**src/rtl/amcx_rxfif_unpack.sv**
```systemverilog
// amcx_rxfif_unpack: pops tagged RX FIFO words, re-emits frames as a byte stream plus one status per frame.
// Optional length limit (MAX_BYTES) enabled by defining AMCX_RXUNPK_MAXLEN_EN.
module amcx_rxfif_unpack #(
  parameter int MAX_BYTES = 1522,
  parameter int CNT_W     = 16
) (
  input  logic             rx_fab_clk,
  input  logic             rx_fab_rst_n,
  input  logic             fifo_empty,
  output logic             fifo_rd_en,
  input  logic [31:0]      fifo_data,
  input  logic             fifo_sof,
  input  logic             fifo_eof,
  input  logic [1:0]       fifo_be,
  input  logic             fifo_err,
  input  logic             enable,
  output logic [31:0]      m_tdata,
  output logic [3:0]       m_tkeep,
  output logic             m_tlast,
  output logic             m_tvalid,
  input  logic             m_tready,
  output logic             sts_valid,
  input  logic             sts_ready,
  output logic [CNT_W-1:0] sts_len,
  output logic             sts_err,
  output logic             sts_trunc,
  output logic [CNT_W-1:0] orphan_cnt,
  output logic [CNT_W-1:0] bad_cnt
);

  typedef struct packed {
    logic [31:0] data;
    logic        sof;
    logic        eof;
    logic [1:0]  be;
    logic        err;
  } word_t;

  typedef enum logic [1:0] {
    IDLE,
    FRAME,
    DISC,
    STAT
  } state_t;

`ifdef AMCX_RXUNPK_MAXLEN_EN
  localparam bit LIMIT_EN = 1'b1;
`else
  localparam bit LIMIT_EN = 1'b0;
`endif

  localparam logic [CNT_W:0] MAX_L = (CNT_W+1)'(MAX_BYTES);

  state_t state, state_n;

  logic       run;
  logic       inflight;
  logic [1:0] occ;
  logic [1:0] wr_ptr;
  logic [1:0] rd_ptr;
  word_t      mem [3];

  word_t      in_w;
  word_t      head;
  logic       buf_empty;
  logic       head_v;
  logic       consume;
  logic       push;
  logic       pop_buf;
  logic [2:0] level;
  logic       out_free;

  function automatic logic [1:0] ptr_inc(input logic [1:0] p);
    return (p == 2'd2) ? 2'd0 : p + 2'd1;
  endfunction

  // With the buffer empty the word arriving from the FIFO is
  // consumed directly, giving the two-cycle pop-to-beat latency.
  assign in_w      = {fifo_data, fifo_sof, fifo_eof, fifo_be, fifo_err};
  assign buf_empty = (occ == 2'd0);
  assign head_v    = buf_empty ? inflight : 1'b1;
  assign head      = buf_empty ? in_w : mem[rd_ptr];
  assign push      = inflight && !(buf_empty && consume);
  assign pop_buf   = consume && !buf_empty;
  assign level     = 3'(occ) + 3'(inflight) - 3'(consume);
  assign out_free  = !m_tvalid || m_tready;

  assign fifo_rd_en = run && !fifo_empty
                   && !(state == IDLE && !enable)
                   && (level < 3'd3);

  always_ff @(posedge rx_fab_clk or negedge rx_fab_rst_n) begin
    if (!rx_fab_rst_n) begin
      run      <= 1'b0;
      inflight <= 1'b0;
      occ      <= 2'd0;
      wr_ptr   <= 2'd0;
      rd_ptr   <= 2'd0;
    end else begin
      run      <= 1'b1;
      inflight <= fifo_rd_en;
      occ      <= occ + 2'(push) - 2'(pop_buf);
      if (push)
        wr_ptr <= ptr_inc(wr_ptr);
      if (pop_buf)
        rd_ptr <= ptr_inc(rd_ptr);
    end
  end

  always_ff @(posedge rx_fab_clk) begin
    if (push)
      mem[wr_ptr] <= in_w;
  end

  logic [3:0] hkeep;
  logic [2:0] hbytes;

  always_comb begin
    hkeep  = 4'b1111;
    hbytes = 3'd4;
    if (head.eof) begin
      unique case (head.be)
        2'd1: begin hkeep = 4'b0001; hbytes = 3'd1; end
        2'd2: begin hkeep = 4'b0011; hbytes = 3'd2; end
        2'd3: begin hkeep = 4'b0111; hbytes = 3'd3; end
        default: ;
      endcase
    end
  end

  logic [CNT_W-1:0] len, len_n, len_add;
  logic [CNT_W:0]   sum;
  logic             over;

  assign sum     = {1'b0, len} + (CNT_W+1)'(hbytes);
  assign len_add = sum[CNT_W] ? '1 : sum[CNT_W-1:0];
  assign over    = LIMIT_EN && (sum > MAX_L);

  logic             emit;
  logic             load;
  logic [31:0]      ld_data;
  logic [3:0]       ld_keep;
  logic             ld_last;
  logic             cap;
  logic [CNT_W-1:0] cap_len;
  logic             cap_err;
  logic             cap_trunc;
  logic             orph_inc;
  logic             sts_set;

  always_comb begin
    state_n   = state;
    emit      = 1'b0;
    consume   = 1'b0;
    load      = 1'b0;
    ld_data   = head.data;
    ld_keep   = hkeep;
    ld_last   = 1'b0;
    len_n     = len;
    cap       = 1'b0;
    cap_len   = len;
    cap_err   = 1'b0;
    cap_trunc = 1'b0;
    orph_inc  = 1'b0;
    sts_set   = 1'b0;

    unique case (state)
      IDLE: begin
        if (head_v && enable) begin
          if (!head.sof) begin
            consume  = 1'b1;
            orph_inc = 1'b1;
          end else begin
            emit = out_free;
          end
        end
      end
      FRAME: begin
        if (head_v && out_free) begin
          if (head.sof) begin
            // Missing eof: close with a null beat, keep the sof word.
            load    = 1'b1;
            ld_data = '0;
            ld_keep = 4'b0000;
            ld_last = 1'b1;
            cap     = 1'b1;
            cap_err = 1'b1;
            state_n = STAT;
          end else begin
            emit = 1'b1;
          end
        end
      end
      DISC: begin
        if (head_v) begin
          consume = 1'b1;
          if (head.eof)
            state_n = STAT;
        end
      end
      STAT: begin
        sts_set = !sts_valid && out_free;
        if (sts_valid && sts_ready)
          state_n = IDLE;
      end
      default: state_n = IDLE;
    endcase

    if (emit) begin
      consume = 1'b1;
      load    = 1'b1;
      if (over) begin
        ld_data   = '0;
        ld_keep   = 4'b0000;
        ld_last   = 1'b1;
        cap       = 1'b1;
        cap_err   = 1'b1;
        cap_trunc = 1'b1;
        state_n   = head.eof ? STAT : DISC;
      end else begin
        ld_last = head.eof;
        len_n   = len_add;
        if (head.eof) begin
          cap     = 1'b1;
          cap_len = len_add;
          cap_err = head.err;
          state_n = STAT;
        end else begin
          state_n = FRAME;
        end
      end
    end

    if (cap)
      len_n = '0;
  end

  always_ff @(posedge rx_fab_clk or negedge rx_fab_rst_n) begin
    if (!rx_fab_rst_n) begin
      state      <= IDLE;
      len        <= '0;
      m_tvalid   <= 1'b0;
      m_tdata    <= '0;
      m_tkeep    <= '0;
      m_tlast    <= 1'b0;
      sts_valid  <= 1'b0;
      sts_len    <= '0;
      sts_err    <= 1'b0;
      sts_trunc  <= 1'b0;
      orphan_cnt <= '0;
      bad_cnt    <= '0;
    end else begin
      state <= state_n;
      len   <= len_n;
      if (load) begin
        m_tvalid <= 1'b1;
        m_tdata  <= ld_data;
        m_tkeep  <= ld_keep;
        m_tlast  <= ld_last;
      end else if (m_tready) begin
        m_tvalid <= 1'b0;
      end
      if (sts_set)
        sts_valid <= 1'b1;
      else if (sts_ready)
        sts_valid <= 1'b0;
      if (cap) begin
        sts_len   <= cap_len;
        sts_err   <= cap_err;
        sts_trunc <= cap_trunc;
      end
      if (orph_inc && orphan_cnt != '1)
        orphan_cnt <= orphan_cnt + 1'b1;
      if (sts_valid && sts_ready && sts_err && bad_cnt != '1)
        bad_cnt <= bad_cnt + 1'b1;
    end
  end

endmodule

```
**config.mk**
```make
export PLATFORM = sky130hd
export DESIGN_NAME = amcx_rxfif_unpack
export DESIGN_NICKNAME = d
export VERILOG_FILES = /design/src/rtl/amcx_rxfif_unpack.sv
export SDC_FILE = /design/constraint.sdc
export NUM_CORES = 1
export LEC_CHECK = 0
export BUFFER_PORTS_ARGS = -buffer_cell sky130_fd_sc_hd__buf_4
export CAP_MARGIN = 20
export CORE_ASPECT_RATIO = 1.25
export CORE_MARGIN = 2
export CORE_UTILIZATION = 40
export CTS_CLUSTER_DIAMETER = 60
export DETAILED_ROUTE_END_ITERATION = 7
export PLACE_DENSITY = 0.71
export SETUP_SLACK_MARGIN = 0.3
export SLEW_MARGIN = 20
export SYNTH_ARGS = -nofsm -noshare
export SYNTH_HDL_FRONTEND = slang
export SYNTH_SLANG_ARGS = --single-unit
export TNS_END_PERCENT = 100
```
**constraint.sdc**
```tcl
create_clock -name rx_fab_clk -period 15.6 [get_ports rx_fab_clk]
set_input_delay 3.12 -clock rx_fab_clk [delete_from_list [all_inputs] [get_ports rx_fab_clk]]
set_output_delay 3.12 -clock rx_fab_clk [all_outputs]
set_load 0.05 [all_outputs]
```
# After elaboration in Yosys (flattened, before gate mapping)
# Memories as Yosys holds them, arrays and structs flattened.
# Cells that the tools add are included.
# totals
ramBits	111
ff_bits	114
elab_cells	124
out_inout_bits	90
mem_count	1
inputBits	43
# memory_table
memory	words	word_bits	rd	rd_clocked_by_memory_dff	write_ports	line_no	rtl
mem	3	37	1	0	1	61	word_t mem [3];
# classes
n_eq_ne	15
magnitude_cmp	1
reduce_logical	29
mux	53
n_addsub	9
# op_table
cell	n
32-bit 2-to-1 mux	3
16-bit 2-to-1 mux	5
37-bit 2-to-1 mux	1
16-bit by 1-bit adder with 16-bit output, second input constant	2
16-bit != test, second input constant	2
1-bit 2-to-1 mux	25
2-bit 2-to-1 mux	9
16-bit by 3-bit adder with 17-bit output	1
4-bit 2-to-1 mux	4
3-bit != test, second input constant	5
1-bit logical AND	14
2-bit equality test, second input constant	6
4-bit case mux with 3 select lines	1
3-bit case mux with 3 select lines	1
1-bit zero test	7
2-bit case mux with 3 select lines	1
6-bit AND reduction	1
2-bit nonzero test	3
2-bit by 1-bit adder with 2-bit output, second input constant	2
2-bit by 1-bit equality test with 1-bit output, second input constant	2
2-bit zero test	2
1-bit case mux with 2 select lines	2
4-bit nonzero test	1
2-bit by 1-bit adder with 3-bit output	1
6 further kinds	6

# Logic depth before layout (Yosys ltp)
# logic_depth
ltp_word	11
ltp_mapped	17
depth_no_buf	14

# Worst setup path after synthesis
# Ideal clock, no wire load.
# synth_path
kind	input to output
from	in enable
to	out fifo_rd_en
path_stages	11
arrival_ns	7.521
required_time_ns	12.480
setup_slack_ns	4.959
path_buffers	0
path_cell_list	or3b_2 -> nor3_2 -> a21oi_1 -> o211ai_1 -> ha_1 -> inv_1 -> ha_1 -> inv_1 -> fa_1 -> inv_1 -> a2111oi_0
# synth_via
elab_chain_cells	7
word_cells_on_any_way	13
classes_between	add/sub (1); order compare (1); mux (5); reduce/logical (6)
# synth_lines
item	line_no	rtl
start: declaration	16	input logic enable,
1-bit logical AND	169	if (head_v && enable) begin
1-bit 2-to-1 mux	169	
1-bit case mux with 2 select lines	167	unique case (state)
1-bit 2-to-1 mux	209	if (emit) begin
3-bit by 1-bit subtractor with 3-bit output	85	assign level = 3'(occ) + 3'(inflight) - 3'(consume);
3-bit by 2-bit less-than comparator with 1-bit output	90	&& (level < 3'd3);
1-bit logical AND (*)	90	
end: declaration	10	output logic fifo_rd_en,
# Mark *: on every way between the ends. The rest lies on a longest branch, timed or not.

# Worst setup path in the final report
# Same ends and word-level chain as after synthesis.

==> flow_metrics.env <==
export IMPL_status="completed"
export IMPL_ys_ff_latch=225
export IMPL_setup_violations=0
export IMPL_yosys_warnings=0
export IMPL_worst_slack_ns=6.29
export IMPL_place_worst_setup_slack_ns=6.28
export IMPL_synth_cell_area_um2=10100
export IMPL_p_per_area_nw_per_um2=190
export IMPL_coreArea_um2=25000
export IMPL_slew_viol_final=0
export IMPL_critPathMaxStageDelay_ns=0.56
export IMPL_viasPerCell=5.38
export IMPL_gr_usage_all_layers_pct=17.4
export IMPL_ir_drop_uv=117
export IMPL_post_cts_resized=0
export IMPL_cts_buffers=23
export IMPL_max_freq_ghz=0.107
export IMPL_worstReg2RegStart="occ[1]"
export IMPL_nNetsFinal=1014
export IMPL_report_final_hold_viol_count=0
export IMPL_synthFlopType="dfrtp_1"
export IMPL_clk_latency_ns=0.50
export IMPL_cts_htree_levels=1
export IMPL_placedCellCount=1266
export IMPL_critical_path_slowest_cell="a2111oi_0"
export IMPL_grt_use_met3_pct=2.99
export IMPL_worst_hold_slack_ns=0.484
export IMPL_worst_pin_slew_ns=0.989
export IMPL_hold_class="register to register"
export IMPL_post_dp_cell_area_um2=11500
export IMPL_cts_hold_buf=0
export IMPL_min_period_ns=9.31
export IMPL_synth_edf_count=111
export IMPL_power_leakage_uw=0.00510
export IMPL_cts_buffer_depth=3
export IMPL_use_met2_pct=31.5
export IMPL_start_util_pct=40.4
export IMPL_reg2reg_depth=13
export IMPL_drive_gt1_share_pct=22.1
export IMPL_synthArstFlopShare_pct=50.7
export IMPL_grt_pass1_vias=7313
export IMPL_stdcell_area_um2=12100
export IMPL_start_kind="primary input"
export IMPL_grt_pass1_wl_um=38000
export IMPL_drc=0
export IMPL_startpoint="enable"
export IMPL_r2r_setup_slack_ns=10.81
export IMPL_syn2layout_area_growth_pct=19.9
export IMPL_cp_cell_sequence="buf_4 -> or3b_2 -> nor3_2 -> a21oi_1 -> o211ai_1 -> ha_1 -> inv_1 -> ha_1 -> inv_1 -> fa_1 -> inv_1 -> a2111oi_0 -> buf_4"
export IMPL_path_class="primary input to output pin"
export IMPL_maxCapViolations=0
export IMPL_ant_nets=0
export IMPL_wire_per_inst_um=17.7
export IMPL_dp_final_hpwl_um=14500
export IMPL_tritoncts="done"
export IMPL_critPathMaxFanout=4
export IMPL_vias=7026
export IMPL_first_pass_iters=5
export IMPL_grt_max_degree=76
export IMPL_critPathMostFrequentCell="inv_1"
export IMPL_grt_overflow=0
export IMPL_r2r_end="sts_len[11]"
export IMPL_cp_end_kind="output pin"
export IMPL_synth_distinct_cells=61
export IMPL_instances_no_fill=1306
export IMPL_fp_dieW_um=146
export IMPL_fin_skew_ns=0.00772
export IMPL_busiest_layer="met2"
export IMPL_worstPathRequired_ns=12.48
export IMPL_drt_iter0_drc=340
export IMPL_synth_cells=836
export IMPL_syn_num_nets=894
export IMPL_gp_congestion=0.809
export IMPL_ys_seq_area_share_pct=61.1
export IMPL_top_level_ports=133
export IMPL_max_slew_margin_rel_pct=33.8
export IMPL_place_port_buffers=131
export IMPL_synth_avg_cell_area_um2=12.1
export IMPL_die_area_um2=26600
export IMPL_clock_sinks=225
export IMPL_endpoint="fifo_rd_en"
export IMPL_clk_pin_slew_ns=0.06
export IMPL_postCtsSetupBuffers=0
export IMPL_grt_util_met1_pct=21.3
export IMPL_tns_ns=0
export IMPL_rows=65
export IMPL_num_antenna_cells=0
export IMPL_wl_um=23200
export IMPL_antenna_found_initial=0
export IMPL_grt_setup_unrepaired="false"
export IMPL_cts_root_buf="clkbuf_16"
export IMPL_die_h_um=182
export IMPL_period_share_pct=59.7
export IMPL_cp_arrival_ns=6.19
worst max-delay path, delay by kind of cell:
kind	cells	cell delay, ns
compound gates	3	0.82
buf+inv	5	0.55
fa+ha+maj	3	0.86
simple gates	2	0.84
final cells by class:
| class | instances | area [µm²] |
|---|---|---|
| fillers | 2280 | 12900 |
| clock buffers | 31 | 616 |
| well taps | 335 | 419 |
| flip-flops and latches | 225 | 6190 |
| clock inverters | 9 | 56.3 |
| multi-input cells | 545 | 3720 |
| inverters | 17 | 63.8 |
| repair buffers | 144 | 1080 |
Yosys cell counts (3+ instances only):
library cell,instances,area (µm²)
dfrtp_1,114,2850
edfxtp_1,111,3330
nand2_1,73,274
o21ai_0,54,270
nor2_1,50,188
mux2i_1,49,490
a22o_1,41,359
a21oi_1,40,200
clkbuf_1,30,113
nand3_1,21,105
xnor2_1,18,158
inv_1,17,63.8
xor2_1,16,140
nor3_1,15,75.1
nand4_1,14,87.6
ha_1,13,163
mux2_2,13,146
a31oi_1,12,75.1
buf_2,12,60.1
nand2b_1,9,56.3
and3_1,7,43.8
a31o_2,6,52.6
and2_1,6,37.5
and4_1,6,52.6
o211a_1,6,60.1
or4_1,6,45.0
buf_1,5,18.8
nor4_1,5,31.3
o211ai_1,5,37.5
o221a_2,5,56.3
a211o_1,4,35.0
nor2b_1,4,25.0
o2111ai_1,4,35.0
or3_1,4,25.0
a211oi_1,3,22.5
o22ai_1,3,18.8
state kept, by name, summed over array words and instances, names as in the netlist:
signal      flops
sts_valid       1
m_tlast         1
m_tkeep         4
sts_len        16
bad_cnt        16
run             1
occ             2
m_tdata        32
wr_ptr          2
mem           111
state           2
len            16
inflight        1
sts_err         1
orphan_cnt     16
m_tvalid        1
rd_ptr          2
layout by cell type, fill, tap and decap left out, types with 5 or more instances in the layout:
cell,Yosys,routed
and3_1,7,7
a22o_1,41,41
xnor2_1,18,18
or4_1,6,6
a31oi_1,12,12
nand3_1,21,21
and2_1,6,6
nand2_1,73,73
ha_1,13,13
dfrtp_1,114,112
nand4_1,14,14
and4_1,6,6
buf_4,1,143
mux2i_1,49,49
a21oi_1,40,39
nor3_1,15,15
nor4_1,5,5
xor2_1,16,16
edfxtp_1,111,111
mux2_2,13,13
clkbuf_16,0,23
o211a_1,6,6
a31o_2,6,6
o221a_2,5,5
nand2b_1,9,9
o211ai_1,5,5
o21ai_0,54,54
clkinv_2,0,5
clkbuf_1,30,7
nor2_1,50,47
inv_1,17,17
where the power goes:
group          total, µW  internal, µW  switching [µW]  leakage (µW)
Sequential           824           744            80.1       0.00250
Combinational        987           340             647       0.00227
Clock                501           278             223      0.000332
worst min-delay path by stage:
stage,start,endpoint,slack (ns),cells after the start
6_report,m_tkeep[1],m_tkeep[1],0.48,1
5_1_grt,m_tkeep[1],m_tkeep[1],0.51,1
4_1_cts,m_tkeep[2],m_tkeep[2],0.49,1
3_5_place_dp,m_tkeep[2],m_tkeep[2],0.47,1
3_3_place_gp,m_tkeep[2],m_tkeep[2],0.47,1
2_1_floorplan,len[0],len[0],0.48,2
logic make-up (layout without fill, tap and decap cells):
kind of cell / after synthesis / after routing / synth area share, %
AND/OR/NAND/NOR: 230 / 230 / 11.1
flip-flops: 225 / 225 / 61.1
AO/OA/AOI/OAI: 202 / 202 / 13.8
buffers and inverters: 66 / 201 / 2.70
multiplexers: 62 / 62 / 6.29
XOR/XNOR: 34 / 34 / 2.94
adder cells (fa/ha/maj): 15 / 15 / 2.00
other: 2 / 2 / 0.0741
per-layer routing:
layer | part of all wire [%] | vias up
li1 | - | 3357
met1 | 42 | 3445
met2 | 51 | 186
met3 | 5.2 | 38
met4 | 2.2 | 0
met5 | 0 | -
stage by stage:
stage	power [µW]	util [%]
4_1_cts	2340	48.5
2_1_floorplan	1540	-
3_5_place_dp	1830	45.8
5_1_grt	2460	48.5
6_report	2310	48.5
3_3_place_gp	1810	45.8
No activity file was read; power rests on OpenSTA's default activity.
